`config.mk`:
```
export PLATFORM = sky130hd
export DESIGN_NAME = booth_radix4_multiplier_flat
export DESIGN_NICKNAME = d
export VERILOG_FILES = /design/src/rtl/booth_radix4_multiplier_if.sv /design/src/rtl/booth_radix4_multiplier.sv /design/src/flat_wrapper.sv
export SDC_FILE = /design/constraint.sdc
export NUM_CORES = 1
export LEC_CHECK = 0
export CAP_MARGIN = 30
export CORE_ASPECT_RATIO = 0.7
export CORE_MARGIN = 1.5
export CORE_UTILIZATION = 40
export DETAILED_ROUTE_END_ITERATION = 7
export GPL_ROUTABILITY_DRIVEN = 0
export HOLD_SLACK_MARGIN = 0.1
export SLEW_MARGIN = 20
export SYNTH_ARGS = -nofsm -noshare
export SYNTH_HDL_FRONTEND = slang
export SYNTH_SLANG_ARGS = --single-unit
```
`constraint.sdc`:
```
create_clock -name clk -period 3.4 [get_ports clk]
set_input_delay 0.51 -clock clk [delete_from_list [all_inputs] [get_ports clk]]
set_output_delay 0.51 -clock clk [all_outputs]
set_load 0.005 [all_outputs]
```
`src/rtl/booth_radix4_multiplier_if.sv`:
```
// booth_radix4_multiplier_if
//   Request/result bundle between the sequencer and the radix-4 Booth multiplier.
//   Parameter N sets the operand width and must match the multiplier instance.
// Signals
//   start      sequencer -> multiplier  request, taken only while the unit is free
//   is_signed  sequencer -> multiplier  1: two's-complement operands, 0: unsigned
//   m1         sequencer -> multiplier  multiplicand (N bits)
//   m2         sequencer -> multiplier  multiplier (N bits)
//   busy       multiplier -> sequencer  operation in progress
//   done       multiplier -> sequencer  one-cycle pulse, product valid
//   product    multiplier -> sequencer  2N-bit result, held until the next done
// Modports
//   master  sequencer side
//   slave   multiplier side
interface booth_radix4_multiplier_if #(
  parameter int N = 8
);
  logic           start;
  logic           is_signed;
  logic [N-1:0]   m1;
  logic [N-1:0]   m2;
  logic           busy;
  logic           done;
  logic [2*N-1:0] product;

  modport master (
    output start, is_signed, m1, m2,
    input  busy, done, product
  );

  modport slave (
    input  start, is_signed, m1, m2,
    output busy, done, product
  );
endinterface

```
`src/rtl/booth_radix4_multiplier.sv`:
```
// booth_radix4_multiplier
//   Iterative radix-4 (modified) Booth multiplier retiring two multiplier bits per
//   clock. Supports signed and unsigned operands of generic even width N >= 4.
//   After start is taken, ITER = N/2+1 digit cycles run, followed by one cycle
//   that loads the product register and pulses done.
// Ports
//   clk   in   rising-edge clock
//   rst   in   asynchronous, active-high reset; aborts any operation in flight
//   bus   slave modport of booth_radix4_multiplier_if
//           start/is_signed/m1/m2 in, busy/done/product out
// Configuration
//   BOOTH_R4_EARLY_TERM_EN  when defined, the digit loop stops as soon as all
//                           remaining Booth digits are zero; the result is unchanged.
module booth_radix4_multiplier #(
  parameter int N = 8
) (
  input  logic                        clk,
  input  logic                        rst,
  booth_radix4_multiplier_if.slave    bus
);

  localparam int ITER = N / 2 + 1;
  localparam int AW   = 2 * N + 4;
  localparam int XW   = N + 3;
  localparam int IW   = $clog2(ITER + 1);

  typedef enum logic [1:0] {
    IDLE,
    RUN,
    DONE
  } state_t;

  state_t           state;
  logic [AW-1:0]    acc;
  logic [AW-1:0]    mcand;
  logic [XW-1:0]    mplier;
  logic [IW-1:0]    idx;
  logic             busy_r;
  logic             done_r;
  logic [2*N-1:0]   product_r;

  logic [AW-1:0]    term;
  logic [AW-1:0]    acc_next;
  logic [XW-1:0]    mplier_next;
  logic             last_digit;
  logic             m1_ext;
  logic             m2_ext;

  // Extension bits for the captured operands: sign bit in signed mode, zero otherwise.
  assign m1_ext = bus.is_signed & bus.m1[N-1];
  assign m2_ext = bus.is_signed & bus.m2[N-1];

  // Booth digit recoding of the low triple of the shifting multiplier register.
  // mcand is already pre-shifted by 4^i, so the partial product needs no weighting
  // here. The multiplier register shifts arithmetically, so once every bit left in
  // it equals the extension bit all later digits are zero.
  always_comb begin
    term = '0;
    case (mplier[2:0])
      3'b001, 3'b010: term = mcand;
      3'b011:         term = mcand << 1;
      3'b100:         term = -(mcand << 1);
      3'b101, 3'b110: term = -mcand;
      default:        term = '0;
    endcase
    acc_next    = acc + term;
    mplier_next = {{2{mplier[XW-1]}}, mplier[XW-1:2]};
    last_digit  = (idx == IW'(ITER - 1));
`ifdef BOOTH_R4_EARLY_TERM_EN
    if ((mplier_next == '0) || (mplier_next == '1)) begin
      last_digit = 1'b1;
    end
`else
`endif
  end

  // Controller and datapath. Index value ITER marks the write-back cycle: the
  // accumulator has settled and is copied into the product register, so the
  // final adder never sits in front of the product/done outputs.
  always_ff @(posedge clk or posedge rst) begin
    if (rst) begin
      state     <= IDLE;
      acc       <= '0;
      mcand     <= '0;
      mplier    <= '0;
      idx       <= '0;
      busy_r    <= 1'b0;
      done_r    <= 1'b0;
      product_r <= '0;
    end else begin
      done_r <= 1'b0;
      case (state)
        IDLE, DONE: begin
          busy_r <= 1'b0;
          if (bus.start) begin
            mcand  <= {{(N + 4){m1_ext}}, bus.m1};
            mplier <= {{2{m2_ext}}, bus.m2, 1'b0};
            acc    <= '0;
            idx    <= '0;
            state  <= RUN;
          end else begin
            state <= IDLE;
          end
        end
        RUN: begin
          if (idx == IW'(ITER)) begin
            product_r <= acc[2*N-1:0];
            done_r    <= 1'b1;
            busy_r    <= 1'b0;
            state     <= DONE;
          end else begin
            acc    <= acc_next;
            mcand  <= mcand << 2;
            mplier <= mplier_next;
            busy_r <= 1'b1;
            idx    <= last_digit ? IW'(ITER) : idx + IW'(1);
          end
        end
        default: begin
          busy_r <= 1'b0;
          state  <= IDLE;
        end
      endcase
    end
  end

  assign bus.busy    = busy_r;
  assign bus.done    = done_r;
  assign bus.product = product_r;

endmodule

```
`src/flat_wrapper.sv`:
```
// flat-port wrapper written by rule: the top's interface ports become plain ports
module booth_radix4_multiplier_flat 
#(
  parameter int N = 8
)
  (clk, rst, bus_start, bus_is_signed, bus_m1, bus_m2, bus_busy, bus_done, bus_product);
  booth_radix4_multiplier_if #(.N(N)) bus_i ();
  input  logic clk;
  input  logic rst;
  input wire logic [$bits(bus_i.start)-1:0] bus_start;
  input wire logic [$bits(bus_i.is_signed)-1:0] bus_is_signed;
  input wire logic [$bits(bus_i.m1)-1:0] bus_m1;
  input wire logic [$bits(bus_i.m2)-1:0] bus_m2;
  output wire logic [$bits(bus_i.busy)-1:0] bus_busy;
  output wire logic [$bits(bus_i.done)-1:0] bus_done;
  output wire logic [$bits(bus_i.product)-1:0] bus_product;
  assign bus_i.start = bus_start;
  assign bus_i.is_signed = bus_is_signed;
  assign bus_i.m1 = bus_m1;
  assign bus_i.m2 = bus_m2;
  assign bus_busy = bus_i.busy;
  assign bus_done = bus_i.done;
  assign bus_product = bus_i.product;
  booth_radix4_multiplier #(.N(N)) u_core (.clk(clk), .rst(rst), .bus(bus_i));
endmodule
```
**After elaboration in Yosys (flattened, before gate mapping)**

Cells that the tools add are included.

- Register bits: 74
- Input port bits: 20
- Output and inout bits: 18

- $add $sub $neg: 4
- Equality and inequality tests: 13
- Mux-type cells: 21
- Bitwise gates (word level): 3
- Reduce and logical (&&, ||, !) cells: 8

Operators with widths:

| operator | number |
|---|---|
| 2-to-1 mux 20 bit | 4 |
| case mux 20 bit (2 select lines) | 2 |
| case mux 20 bit (4 select lines) | 1 |
| negator 20 bit | 2 |
| case mux 11 bit (2 select lines) | 1 |
| adder 20 bit | 1 |
| equality test 3 bit (second input constant) | 5 |
| 2-to-1 mux 11 bit | 1 |
| 2-to-1 mux 10 bit | 1 |
| 2-to-1 mux 3 bit | 3 |
| equality test 3 x 2 -> 1 bit (second input constant) | 2 |
| case mux 3 bit (2 select lines) | 1 |
| AND reduction 3 bit | 2 |
| OR reduction 2 bit | 3 |
| 2-to-1 mux 1 bit | 5 |
| inequality test 2 bit (second input constant) | 2 |
| case mux 2 bit (2 select lines) | 1 |
| adder 3 x 1 -> 3 bit (second input constant) | 1 |
| equality test 3 x 1 -> 1 bit (second input constant) | 1 |
| AND 1 bit | 2 |
| equality test 2 x 1 -> 1 bit (second input constant) | 1 |
| equality test 2 bit (second input constant) | 1 |
| logical NOT 2 bit | 1 |
| 2-to-1 mux 2 bit | 1 |
| other kinds (4) | 4 |

**Longest topological paths before layout**

- Depth in word-level cells: 6
- Depth in mapped cells: 17

**Worst setup path before layout**

OpenSTA, ideal clock, no wires.

- Path kind: reg-to-reg
- From: register u_core.mcand[0]
- To: register u_core.acc[15]
- Data arrival time: 3.477 ns
- Required time: 3.273 ns
- Setup slack: -0.204 ns
- Cell stages (with the launch flop): 18
- Path buffers: 0
- Clock period less this slack: 3.604 ns
- Path through: dfrtp_1 > inv_1 > ha_1 > nor2b_1 > nand3_4 > or3_4 > or3_1 > xor2_1 > a32oi_1 > o21ai_1 > ha_1 > a21oi_1 > o21ai_0 > a211oi_1 > nor2_1 > a31o_2 > a31oi_1 > mux2i_1

- Cells in the longest elaborated chain, start to end: 5
- Elaborated cells on any way between the ends: 6
- Classes of those cells: add/sub (3); mux (3)

Ends and longest elaborated chain:

| item | RTL line | text |
|---|---|---|
| start, declared | booth_radix4_multiplier.sv:35 | `logic [AW-1:0] mcand;` |
| start signal, assigned | booth_radix4_multiplier.sv:96 | `mcand <= {{(N + 4){m1_ext}}, bus.m1};` |
| start signal, assigned | booth_radix4_multiplier.sv:113 | `mcand <= mcand << 2;` |
| negator 20 bit, on equally long branches | booth_radix4_multiplier.sv:63, booth_radix4_multiplier.sv:62 |  |
| case mux 20 bit (4 select lines) * | booth_radix4_multiplier.sv:59 | `case (mplier[2:0])` |
| adder 20 bit * | booth_radix4_multiplier.sv:66 | `acc_next = acc + term;` |
| 2-to-1 mux 20 bit * | booth_radix4_multiplier.sv:106 | `if (idx == IW'(ITER)) begin` |
| case mux 20 bit (2 select lines) * | booth_radix4_multiplier.sv:92 | `case (state)` |
| end signal, assigned | booth_radix4_multiplier.sv:112 | `acc <= acc_next;` |
| end, declared | booth_radix4_multiplier.sv:34 | `logic [AW-1:0] acc;` |

Every way passes the cells marked *; elsewhere a longest branch is shown, timed or not. The select of a mux whose other input is x is not followed.
A chain may end at the register's enable or synchronous reset.

**Final worst setup path**

- From: register u_core.mcand[1]
- To: register u_core.acc[15]

The elaborated chain is that of the path after synthesis.

==> impl_summary.log <==
[metrics] result of the run: complete, but fails checks
[metrics] violations in the final reports: setup timing
[metrics] final cycle utilization of the critical path: 1.014
[metrics] grt ovf: 0
[metrics] commonest non-fill, non-tap cells in the layout: sky130_fd_sc_hd__nand2_1 (68), sky130_fd_sc_hd__dfrtp_1 (66), sky130_fd_sc_hd__o21ai_0 (52), sky130_fd_sc_hd__buf_4 (47), sky130_fd_sc_hd__clkdlybuf4s50_1 (37)
[metrics] static leakage: 2.426 nW
[metrics] cell family contributing the most delay on the critical path: compound AO/OA/AOI/OAI gates
[metrics] total number of vias: 3905
[metrics] pre-CTS setup slack: -199.4 ps
[metrics] mean routed wirelength per cell: 15.83 um
[metrics] number of slew-limit violations in the final report: 0
[metrics] Syn Std Cell Area: 4374 um^2
[metrics] number of different library cells in the post-synthesis netlist: 55
[metrics] worst-case clock skew: 5.158 ps
[metrics] die span in x: 128.0 um
[metrics] power consumption: 6.525 mW
[metrics] GRT Total Usage: 0.2009
[metrics] area delta synth->final: 25.57%
[metrics] cts-stage hold buffer count: 0
[metrics] number of buffers created by CTS: 9
[metrics] number of enable-type register cells in the synthesized netlist: 0
[metrics] CTS root buffer: sky130_fd_sc_hd__clkbuf_16
[metrics] worst path buffer plus inverter count: 1
[metrics] largest net degree at the start of global routing: 49
[metrics] placed cell areas: 5109 um^2
[metrics] highest clock rate: 290.1 MHz
[metrics] synthesized flop and latch total: 66
[metrics] share of synthesized cell area in full adder, half adder and majority cells: 0.05892
[metrics] number of clock sinks: 66
[metrics] PortBufs: 37
[metrics] relative slew slack: 0.5571
[metrics] placed wire-length estimate after detailed placement: 8.077 mm
[metrics] mean cell area of the mapped netlist: 8.645 um^2
[metrics] minimum setup slack among reg-to-reg paths: -50 ps
[metrics] number of antenna violations at the first check in global routing: 0
[metrics] longest individual stage delay on the worst path: 380 ps
[metrics] share of the synthesized netlist area taken by xor and xnor gates: 0.05406
[metrics] number of cells traversed by the worst register-to-register path: 17
[metrics] Tightest Hold Check Type: reg -> reg
[metrics] via/cell ratio: 5.587
[metrics] critical register-to-register path endpoint: u_core.acc[15]$_DFFE_PP0P_
[metrics] number of maximum-capacitance constraint violations: 0
[metrics] worst path required time: 3620 ps
[metrics] kind of launch point of the worst setup path: flip-flop
[metrics] worst setup path start: u_core.mcand[1]$_DFFE_PP0P_
[metrics] Post-synth ARST share: 1.000
[metrics] floorplan die height: 90.49 um
[metrics] Setup Crit Path Kind: reg -> reg
[metrics] main combinational cell family by area after synthesis: compound AO/OA/AOI/OAI gates
[metrics] Syn Nets: 546
[metrics] endpoint arrival time on the critical path: 3660 ps
[metrics] basic-gate share of the synthesized area counting and, or, nand and nor cells: 0.1670
[metrics] Detail Route Antenna Nets: 0
[metrics] H-tree Lvls: 3
[metrics] element type at the critical path end: flip-flop
[metrics] minimum period implied by the final worst setup slack: 3448 ps
[metrics] n_diodes: 0
[metrics] Hold Violations, Final: 0
[metrics] Slew @ Worst Pin: 664.4 ps
[metrics] CTS tree: yes
[metrics] critical path endpoint: u_core.acc[15]$_DFFE_PP0P_
[metrics] main flop type after synthesis: sky130_fd_sc_hd__dfrtp_1
[metrics] Residual DRC: 0
[metrics] clock transition at the registers of the reported paths: 50 ps
[metrics] Levels on crit path: 17
[metrics] share of synthesized area occupied by flip-flops and latches: 0.3776
[metrics] via count of the first global-routing pass: 3669
[metrics] Setup-failing EPs final: 1
[metrics] detailed-routing iteration count for the pre-antenna-repair pass: 5
[metrics] Layout Nets: 604
[metrics] Core Area: 10470 um^2
[metrics] latest clock arrival within the worst-skew pair: 330 ps
[metrics] number of top-level design ports: 38
[metrics] power density normalized to cell area: 1188 nW/um^2
[metrics] number of instances in the synthesized netlist: 506
[metrics] first-pass GRT wire length: 18.26 mm
[metrics] post-route cell area: 5493 um^2
[metrics] number of warning messages in the yosys log: 0
[metrics] launch instance of the worst register-to-register path: u_core.mcand[1]$_DFFE_PP0P_
[metrics] CP Max Fanout: 3
[metrics] synthesized-area fraction occupied by ao, oa, aoi and oai cells: 0.2082
[metrics] share of cell area taken by muxes after synthesis: 0.08238
[metrics] area of the die: 11580 um^2
[metrics] row cnt: 31
[metrics] starting DRC count in detailed routing: 311
[metrics] initial core utilization: 0.4177
[metrics] unrepaired setup endpoints after global routing: yes
[metrics] fraction of final layout cells sized beyond drive strength 1: 0.1940
[metrics] detailed-route wire length: 11.07 mm
[metrics] worst setup slack after layout: -47.58 ps
[metrics] critical path cell sequence: inv_2 > ha_4 > nor2b_4 > nand3_4 > or3_4 > or3_4 > xor2_2 > a32oi_1 > o21ai_1 > ha_1 > a21oi_2 > o21ai_2 > a31oi_1 > nor2_2 > a31o_2 > a31oi_1 > mux2i_1
[metrics] peak supply drop: 0.0004748 V
[metrics] most common library cell in the layout ignoring fill and taps: sky130_fd_sc_hd__nand2_1
[metrics] Clock Tree Buf Depth: 2
[metrics] Slowest-stage cell, CP: sky130_fd_sc_hd__dfrtp_1
==> worst min-delay path by stage <==
stage | start | to | cells after the start
6_report | u_core.acc[15]$_DFFE_PP0P_ | u_core.acc[15]$_DFFE_PP0P_ | 1
5_1_grt | u_core.acc[15]$_DFFE_PP0P_ | u_core.acc[15]$_DFFE_PP0P_ | 1
2_1_floorplan | u_core.mplier[10]$_DFFE_PP0P_ | u_core.mplier[10]$_DFFE_PP0P_ | 2
4_1_cts | u_core.acc[15]$_DFFE_PP0P_ | u_core.acc[15]$_DFFE_PP0P_ | 1
3_3_place_gp | u_core.mplier[10]$_DFFE_PP0P_ | u_core.mplier[10]$_DFFE_PP0P_ | 2
3_5_place_dp | u_core.acc[15]$_DFFE_PP0P_ | u_core.acc[15]$_DFFE_PP0P_ | 1
==> cells in the mapped netlist (all sizes together) (2+ instances only) <==
library cell | count | area [um^2]
a21oi | 30 | 150.1
or3 | 6 | 42.54
o221ai | 3 | 26.28
clkbuf | 30 | 113.9
clkinv | 2 | 7.510
nand3 | 17 | 97.60
a21boi | 2 | 15.01
o22ai | 8 | 50.05
a22oi | 2 | 15.01
mux2i | 18 | 180.2
nor2 | 26 | 97.59
o211ai | 4 | 30.03
o21ai | 58 | 290.3
nand4 | 3 | 18.77
nor3 | 11 | 66.32
dfrtp | 66 | 1652
o21a | 4 | 30.03
xor2 | 12 | 105.1
and2 | 2 | 12.51
buf | 8 | 45.04
mux2 | 16 | 180.2
a21o | 4 | 30.03
nand2 | 68 | 255.2
xnor2 | 15 | 131.4
nor2b | 5 | 31.28
o31ai | 5 | 37.54
nand2b | 7 | 43.79
inv | 16 | 60.06
ha | 19 | 237.7
a221oi | 5 | 50.04
a31oi | 10 | 62.56
and3 | 4 | 25.02
a32oi | 6 | 52.55
a211oi | 2 | 15.01
==> stage by stage <==
step | setup TNS [ps] | hold slack [ps] | instances | util
finish | -47.58 | 464.9 | 699 | 0.5245
floorplan | -32.54 | 430.4 | 506 | -
global route | -239.4 | 491.6 | 699 | 0.5245
CTS | 0 | 472.5 | 697 | 0.5173
global placement | -36.13 | 446.2 | 681 | 0.4878
detailed placement | -199.4 | 465.7 | 681 | 0.4878
==> registers in the layout, summed over array words and instances (netlist names) <==
signal              count
u_core.acc             16
u_core.bus.product     16
u_core.mcand           16
u_core.mplier          11
u_core.idx              3
u_core.state            2
u_core.bus.busy         1
u_core.bus.done         1
==> area by class of cell <==
| type | instances | area [um^2] |
|---|---|---|
| inverter | 18 | 67.56 |
| clock inverter | 3 | 17.52 |
| timing repair buffer | 85 | 743.2 |
| tap | 132 | 165.2 |
| multi-input combinational | 384 | 2605 |
| clock buffer | 11 | 242.7 |
| fill | 1009 | 4980 |
| sequential | 66 | 1652 |
==> where the power goes <==
group	switching [mW]	total, mW	internal (mW)	leakage (nW)
registers	0.318	1.47	1.15	0.838
logic	2.27	4.23	1.96	1.46
clock network	0.329	0.831	0.502	0.127
total	2.91	6.52	3.61	2.43
==> per-layer routing <==
metal	part of all wire	up-vias	GRT usage
li1	-	1923	-
met1	0.50	1884	0.2888
met2	0.44	87	0.2979
met3	0.047	11	0.04739
met4	0.012	0	0.06180
met5	0	-	0
==> timing repair <==
item / CTS / global route
gates resized for setup: 10 / 16
pin swaps: 5 / 2
setup buffers: 2 / 2
gates cloned: 0 / 0
endpoints found under the setup margin: 3 / 7
==> kinds of logic (layout without fill, tap and decap cells) <==
| kind of cell | count (synthesis) | after routing |
|---|---|---|
| AOI/OAI and AO/OA | 149 | 149 |
| xor gates and xnor gates | 27 | 27 |
| adders and majority gates | 20 | 20 |
| buffers and inverters | 56 | 117 |
| DFF | 66 | 66 |
| muxes | 34 | 34 |
| and+or+nand+nor | 154 | 154 |
Power figures use the tool's default switching activity.
